[src/rtl/uart_rx.sv]
// UART receiver: samples rxd on edges of a 16x sample strobe (sclk). It checks
// the start bit at mid-bit, shifts data in LSB first, and reports a good byte or a framing error.
module uart_rx #(
  parameter int DATA_BITS  = 8,
  parameter int OVERSAMPLE = 16
) (
  input  logic                 clkin,
  input  logic                 rst,
  input  logic                 sclk,
  input  logic                 rxd,
  output logic [DATA_BITS-1:0] rx_data,
  output logic                 rx_valid,
  output logic                 frame_err,
  output logic                 rx_busy
);

  localparam int CW = $clog2(OVERSAMPLE);
  localparam int BW = $clog2(DATA_BITS) + 1;
  localparam logic [CW-1:0] HALF     = CW'(OVERSAMPLE / 2 - 1);
  localparam logic [CW-1:0] LAST     = CW'(OVERSAMPLE - 1);
  localparam logic [BW-1:0] LAST_BIT = BW'(DATA_BITS - 1);

  typedef enum logic [2:0] {
    ST_IDLE  = 3'd0,
    ST_START = 3'd1,
    ST_DATA  = 3'd2,
    ST_STOP  = 3'd3,
    ST_BRK   = 3'd4
  } state_t;

  state_t               state_r;
  logic [CW-1:0]        cnt_r;
  logic [BW-1:0]        bit_r;
  logic [DATA_BITS-1:0] shift_r;
  logic                 rxd_meta_r, rxd_sync_r;
  logic                 sclk_meta_r, sclk_sync_r, sclk_hist_r;
  logic                 rxd_s;
  logic                 tick_s;

  // Two-flop synchronizers for rxd and sclk, plus sclk edge history
  always_ff @(posedge clkin) begin
    if (rst) begin
      rxd_meta_r  <= 1'b1;
      rxd_sync_r  <= 1'b1;
      sclk_meta_r <= 1'b0;
      sclk_sync_r <= 1'b0;
      sclk_hist_r <= 1'b0;
    end else begin
      rxd_meta_r  <= rxd;
      rxd_sync_r  <= rxd_meta_r;
      sclk_meta_r <= sclk;
      sclk_sync_r <= sclk_meta_r;
      sclk_hist_r <= sclk_sync_r;
    end
  end

  assign rxd_s   = rxd_sync_r;
  assign tick_s  = sclk_sync_r & ~sclk_hist_r;
  assign rx_busy = (state_r != ST_IDLE);

  // Receive FSM; it advances only on sample ticks, and the output pulses are registered
  always_ff @(posedge clkin) begin
    if (rst) begin
      state_r   <= ST_IDLE;
      cnt_r     <= {CW{1'b0}};
      bit_r     <= {BW{1'b0}};
      shift_r   <= {DATA_BITS{1'b0}};
      rx_data   <= {DATA_BITS{1'b0}};
      rx_valid  <= 1'b0;
      frame_err <= 1'b0;
    end else begin
      rx_valid  <= 1'b0;
      frame_err <= 1'b0;
      if (tick_s) begin
        case (state_r)
          ST_IDLE: begin
            if (!rxd_s) begin
              state_r <= ST_START;
              cnt_r   <= {CW{1'b0}};
            end
          end
          ST_START: begin
            // Mid-bit check filters out short low glitches
            if (cnt_r == HALF) begin
              cnt_r <= {CW{1'b0}};
              if (!rxd_s) begin
                state_r <= ST_DATA;
                bit_r   <= {BW{1'b0}};
              end else begin
                state_r <= ST_IDLE;
              end
            end else begin
              cnt_r <= cnt_r + CW'(1);
            end
          end
          ST_DATA: begin
            if (cnt_r == LAST) begin
              shift_r <= {rxd_s, shift_r[DATA_BITS-1:1]};
              cnt_r   <= {CW{1'b0}};
              bit_r   <= bit_r + BW'(1);
              if (bit_r == LAST_BIT) begin
                state_r <= ST_STOP;
              end
            end else begin
              cnt_r <= cnt_r + CW'(1);
            end
          end
          ST_STOP: begin
            if (cnt_r == LAST) begin
              cnt_r <= {CW{1'b0}};
              if (rxd_s) begin
                rx_data  <= shift_r;
                rx_valid <= 1'b1;
                state_r  <= ST_IDLE;
              end else begin
                frame_err <= 1'b1;
                state_r   <= ST_BRK;
              end
            end else begin
              cnt_r <= cnt_r + CW'(1);
            end
          end
          ST_BRK: begin
            // Hold off until the line returns high, so a break is not read as new frames
            if (rxd_s) begin
              state_r <= ST_IDLE;
            end
          end
          default: begin
            state_r <= ST_IDLE;
          end
        endcase
      end
    end
  end

endmodule

[config.mk]
export PLATFORM = sky130hd
export DESIGN_NAME = uart_rx
export DESIGN_NICKNAME = d
export VERILOG_FILES = /design/src/rtl/uart_rx.sv
export SDC_FILE = /design/constraint.sdc
export NUM_CORES = 1
export LEC_CHECK = 0
export CORE_MARGIN = 2
export CORE_UTILIZATION = 40
export CTS_BUF_LIST = sky130_fd_sc_hd__clkbuf_16
export CTS_CLUSTER_SIZE = 10
export DETAILED_ROUTE_END_ITERATION = 10
export PLACE_DENSITY = 0.69
export REMOVE_ABC_BUFFERS = 1
export SLEW_MARGIN = 10
export SYNTH_ARGS = -nofsm -noshare
export SYNTH_HDL_FRONTEND = slang
export SYNTH_SLANG_ARGS = --single-unit
[constraint.sdc]
create_clock -name clkin -period 2.3 [get_ports clkin]
set_input_delay 0.575 -clock clkin [delete_from_list [all_inputs] [get_ports clkin]]
set_output_delay 0.575 -clock clkin [all_outputs]
set_load 0.03 [all_outputs]
# After elaboration in Yosys (flattened, before gate mapping)
# Cells that the tools add are included.
word_totals:
  regBits: 34
  input_bits: 4
  output_inout_bits: 11
  elab_cells: 62
op_classes:
  n_addsub: 2
  eq_ne: 14
  mux: 18
  n_bitwise: 5
  n_reduce_logical: 11
ops:
  columns: ["op", "count"]
  rows:
  - ["3-bit two-way mux", 7]
  - ["4-bit two-way mux", 5]
  - ["3-bit case mux with 5 select lines", 1]
  - ["2-bit != test, second input constant", 7]
  - ["4-bit case mux with 3 select lines", 1]
  - ["4-bit by 1-bit adder with 4-bit output, second input constant", 2]
  - ["4-bit by 3-bit equality test with 1-bit output, second input constant", 2]
  - ["4-bit case mux with 2 select lines", 1]
  - ["7-bit AND reduction", 1]
  - ["3-bit by 2-bit equality test with 1-bit output, second input constant", 2]
  - ["3-bit AND reduction", 2]
  - ["3-bit nonzero test", 2]
  - ["5-bit AND reduction", 1]
  - ["4-bit equality test, second input constant", 1]
  - ["1-bit NOT", 4]
  - ["4-bit AND reduction", 1]
  - ["4-bit OR reduction", 1]
  - ["3-bit by 1-bit equality test with 1-bit output, second input constant", 1]
  - ["3-bit equality test, second input constant", 1]
  - ["3-bit logical NOT", 1]
  - ["1-bit two-way mux", 2]
  - ["2-bit two-way mux", 1]
  - ["2-bit nonzero test", 1]
  - ["2-bit OR reduction", 1]
  - ["1-bit AND", 1]

# Depth between registers and ports, before layout
depth:
  depth_word: 4
  depth_mapped: 6
  ltp_nobuf: 5

# Worst setup path after synthesis
# OpenSTA, ideal clock, no wires.
synth_timing:
  path_kind: "register -> register"
  startpoint: "register cnt_r[0]"
  endpoint: "register cnt_r[3]"
  setup_time_ns: 0.070
  t_arrival_ns: 1.561
  required_ns: 2.230
  slack_ns: 0.669
  path_stages_with_launch: 6
  path_buffers: 0
  period_less_slack_ns: 1.631
  cell_sequence: "dfxtp_1 > ha_1 > and2_1 > a211o_1 > or4b_1 > a21oi_1"
synth_via:
  elab_chain_len: 3
  elab_cells_between_ends: 6
  classes_between: "add/sub: 1; eq/ne: 2; mux: 3"
synth_rtl:
  columns: ["element", "line_no", "rtl"]
  rows:
  - ["from (decl)", "32", "logic [CW-1:0] cnt_r;"]
  - ["from (signal assigned)", "65", "cnt_r <= {CW{1'b0}};"]
  - ["from (signal assigned)", "79", "cnt_r <= {CW{1'b0}};"]
  - ["from (signal assigned)", "85", "cnt_r <= {CW{1'b0}};"]
  - ["4-bit by 1-bit adder with 4-bit output (tied with other cells)", "93, 105, 120", null]
  - ["4-bit two-way mux (on tied branches)", "97, 109, 84", null]
  - ["4-bit case mux with 3 select lines *", "75", "case (state_r)"]
# Mark *: on every way between the ends. The rest lies on a longest branch, timed or not.
# A chain may end at the register's enable or synchronous reset.

# Final worst setup path
layout_timing:
  startpoint: "register state_r[0]"
  endpoint: "output port rx_busy"
layout_via:
  elab_chain_len: 1
layout_rtl:
  columns: ["element", "line_no", "rtl"]
  rows:
  - ["from (decl)", "31", "state_t state_r;"]
  - ["from (signal assigned)", "64", "state_r <= ST_IDLE;"]
  - ["from (signal assigned)", "78", "state_r <= ST_START;"]
  - ["from (signal assigned)", "87", "state_r <= ST_DATA;"]
  - ["3-bit nonzero test", "59", "assign rx_busy = (state_r != ST_IDLE);"]
  - ["to (decl)", "14", "output logic rx_busy"]
# Every way passes these cells.

==> impl_metrics.env <==
export IMPL_outcome="finished, final reports clean"
export IMPL_start_kind="flip-flop"
export IMPL_synth_seq_cells=34
export IMPL_num_vias=1095
export IMPL_clk_path_buf_depth=2
export IMPL_grt_pass1_wl_mm=4.65
export IMPL_max_cap_violations=0
export IMPL_highest_layer="met4"
export IMPL_routabilityCongestion=0.801
export IMPL_register_area_sq_um=681
export IMPL_htreeDepth=2
export IMPL_fp_row_count=21
export IMPL_mostFrequentLayoutCell="dfxtp_1"
export IMPL_peakVddDrop_mv=0.633
export IMPL_synth_distinct_cells=40
export IMPL_hold_end="rxd_s"
export IMPL_seq_area_frac_synth_pct=47.0
export IMPL_cp_arrival_ps=1640
export IMPL_holdBufCountCts=0
export IMPL_fp_dieW_um=64.2
export IMPL_core_area_sq_um=3420
export IMPL_cts_sinks=34
export IMPL_max_slew_margin_pct=69.0
export IMPL_finClkSkew_ps=6.83
export IMPL_antenna_cells=0
export IMPL_power_density_nw_per_um2=707
export IMPL_clkPwrFrac_pct=50.0
export IMPL_p_int_mw=0.998
export IMPL_reg2regPathDepth=5
export IMPL_start_util_pct=42.4
export IMPL_ios=15
export IMPL_antenna_found_initial=0
export IMPL_seqPwrFrac_pct=47.6
export IMPL_cts_resized=0
export IMPL_final_cell_mix="dfxtp_1 (34), nor2_1 (25), mux2i_1 (16)"
export IMPL_die_h_um=64.2
export IMPL_worst_r2r_startpoint="cnt_r[0]"
export IMPL_r2r_slack_ps=440
export IMPL_hold_depth=1
export IMPL_routedWlPerCell_um=12.8
export IMPL_async_flop_share_pct=0
export IMPL_clk_latency_ps=280
export IMPL_drtIter0Drc=28
export IMPL_gr_total_overflow=0
export IMPL_setup_viol=0
export IMPL_critPathRequiredTime_ps=1730
export IMPL_final_area_sq_um=1780
export IMPL_period_minus_slack_ps=2210
export IMPL_placed_area_sq_um=1640
export IMPL_cts_root_buf="clkbuf_16"
export IMPL_grt_max_degree=20
export IMPL_fmaxAchievable_ghz=0.452
export IMPL_synth_edff_count=0
export IMPL_wirelength_mm=2.76
export IMPL_syn_avg_cell_area_sq_um=9.60
export IMPL_drc=0
export IMPL_pwr_share_comb_pct=2.5
export IMPL_multiInputGateArea_sq_um=716
export IMPL_hpwl_mm=1.86
export IMPL_syn_inst=151
export IMPL_cts_setup_buffers=0
export IMPL_wl_met2_mm=1.27
export IMPL_crit_fanout=11
export IMPL_hold_class="reg2reg"
export IMPL_min_period_over_period_pct=96.2
export IMPL_p_sw_mw=0.257
export IMPL_yosys_warnings=0
export IMPL_worstSetupPathType="reg2out"
export IMPL_syn_area_sq_um=1450
export IMPL_slew_violations=0
export IMPL_grt_pass1_vias=1042
export IMPL_rsz0062_at_grt="no"
export IMPL_p_leak_nw=0.685
export IMPL_cts_tree="done"
export IMPL_place_ws_ps=292
export IMPL_port_buffers=14
export IMPL_fin_util_pct=52.0
export IMPL_drive_gt1_share_pct=9.47
export IMPL_area_delta_synth_final_pct=22.5
export IMPL_p_sw_share_pct=20.5
export IMPL_path_clk_slew_ps=50
export IMPL_fin_total_pwr_mw=1.26
export IMPL_cp_end_kind="primary output"
export IMPL_postRouteAntennaNets=0
export IMPL_setup_slack_ps=87.6
export IMPL_synth_flop_cell="dfxtp_1"
export IMPL_tns_ps=0
export IMPL_r2r_end="bit_r[3]"
export IMPL_avgViaCountPerCell=5.09
export IMPL_wl_met1_mm=1.28
export IMPL_tightest_slew_ps=462
export IMPL_fillers=312
export IMPL_track_usage_pct=14.9
export IMPL_met3_length_um=135
export IMPL_firstDrtPassIters=4
export IMPL_hold_viol_final=0
export IMPL_hp_start="rxd_meta_r"
export IMPL_crit_path_start="state_r[0]"
export IMPL_numCtsBuffers=5
export IMPL_nNetsFinal=174
export IMPL_fp_dieArea_sq_um=4120
## synthesized netlist by cell type, types with 2 or more instances
cell type / n / area share [%]
dfxtp_1: 34 / 47
nor2_1: 25 / 6.5
mux2i_1: 16 / 11
nor2b_1: 6 / 2.6
clkbuf_1: 5 / 1.3
o21ai_0: 5 / 1.7
a21oi_1: 4 / 1.4
nand2_1: 4 / 1.0
buf_2: 3 / 1.0
nand3_1: 3 / 1.0
nor3b_1: 3 / 1.6
or3_1: 3 / 1.3
or4b_1: 3 / 2.1
a2bb2oi_1: 2 / 1.2
and2_1: 2 / 0.86
and3_1: 2 / 0.86
and4b_1: 2 / 1.4
ha_1: 2 / 1.7
inv_1: 2 / 0.52
nand2b_1: 2 / 0.86
nor3_1: 2 / 0.69
or2_2: 2 / 0.86
or2b_1: 2 / 1.0
## metrics by stage
step                      hold WS (ps)  instances
after floorplan                    389        142
after global placement             391        207
after global routing               424        215
after CTS                          410        215
after detailed placement           401        207
final                              412        215
## worst max-delay path: stages, from the launching register on
cell	delay, ps
dfxtp_1	390
or3_1	370
clkdlybuf4s50_1	600
## power groups by stage
stage	clock network, mW	registers [mW]	logic, mW
2_1_floorplan	0	0.608	0.0120
3_3_place_gp	0	0.609	0.0300
3_5_place_dp	0	0.609	0.0306
4_1_cts	0.639	0.597	0.0308
5_1_grt	0.664	0.597	0.0335
6_report	0.627	0.597	0.0308
## worst max-delay path by stage
| stage | to | slack (ps) | cells past startpoint |
|---|---|---|---|
| floorplan | bit_r[3] | 460 | 5 |
| global placement | bit_r[3] | 390 | 5 |
| detailed placement | bit_r[3] | 290 | 5 |
| CTS | rx_busy | 90 | 2 |
| global route | rx_busy | 20 | 2 |
| finish | rx_busy | 90 | 2 |
## per-layer routing
metal	vias to the layer above	global-route usage, %
li1	563	-
met1	505	18.0
met2	20	23.7
met4	0	7.18
met3	7	5.11
met5	-	0
## final cells by class
class / instances / area share [%]
multi-input cells: 106 / 40.3
clock buffers: 5 / 7.05
flip-flops and latches: 34 / 38.3
inverters: 2 / 0.423
well taps: 46 / 3.24
repair buffers: 19 / 10.0
clock inverters: 3 / 0.634
## registers in the layout, summed over array words and instances (netlist names), 3 cells and up
register / count
rx_data: 8
bit_r: 4
shift_r: 8
cnt_r: 4
state_r: 3
## kinds of logic after synthesis
kind of cell | after synthesis | synth area share [%]
muxes | 17 | 11.8
xor gates and xnor gates | 1 | 0.605
buffers and inverters | 11 | 3.63
DFF | 34 | 47.0
AOI/OAI and AO/OA | 21 | 10.3
adders and majority gates | 2 | 1.73
and+or+nand+nor | 65 | 25.0
Power figures use the tool's default switching activity.
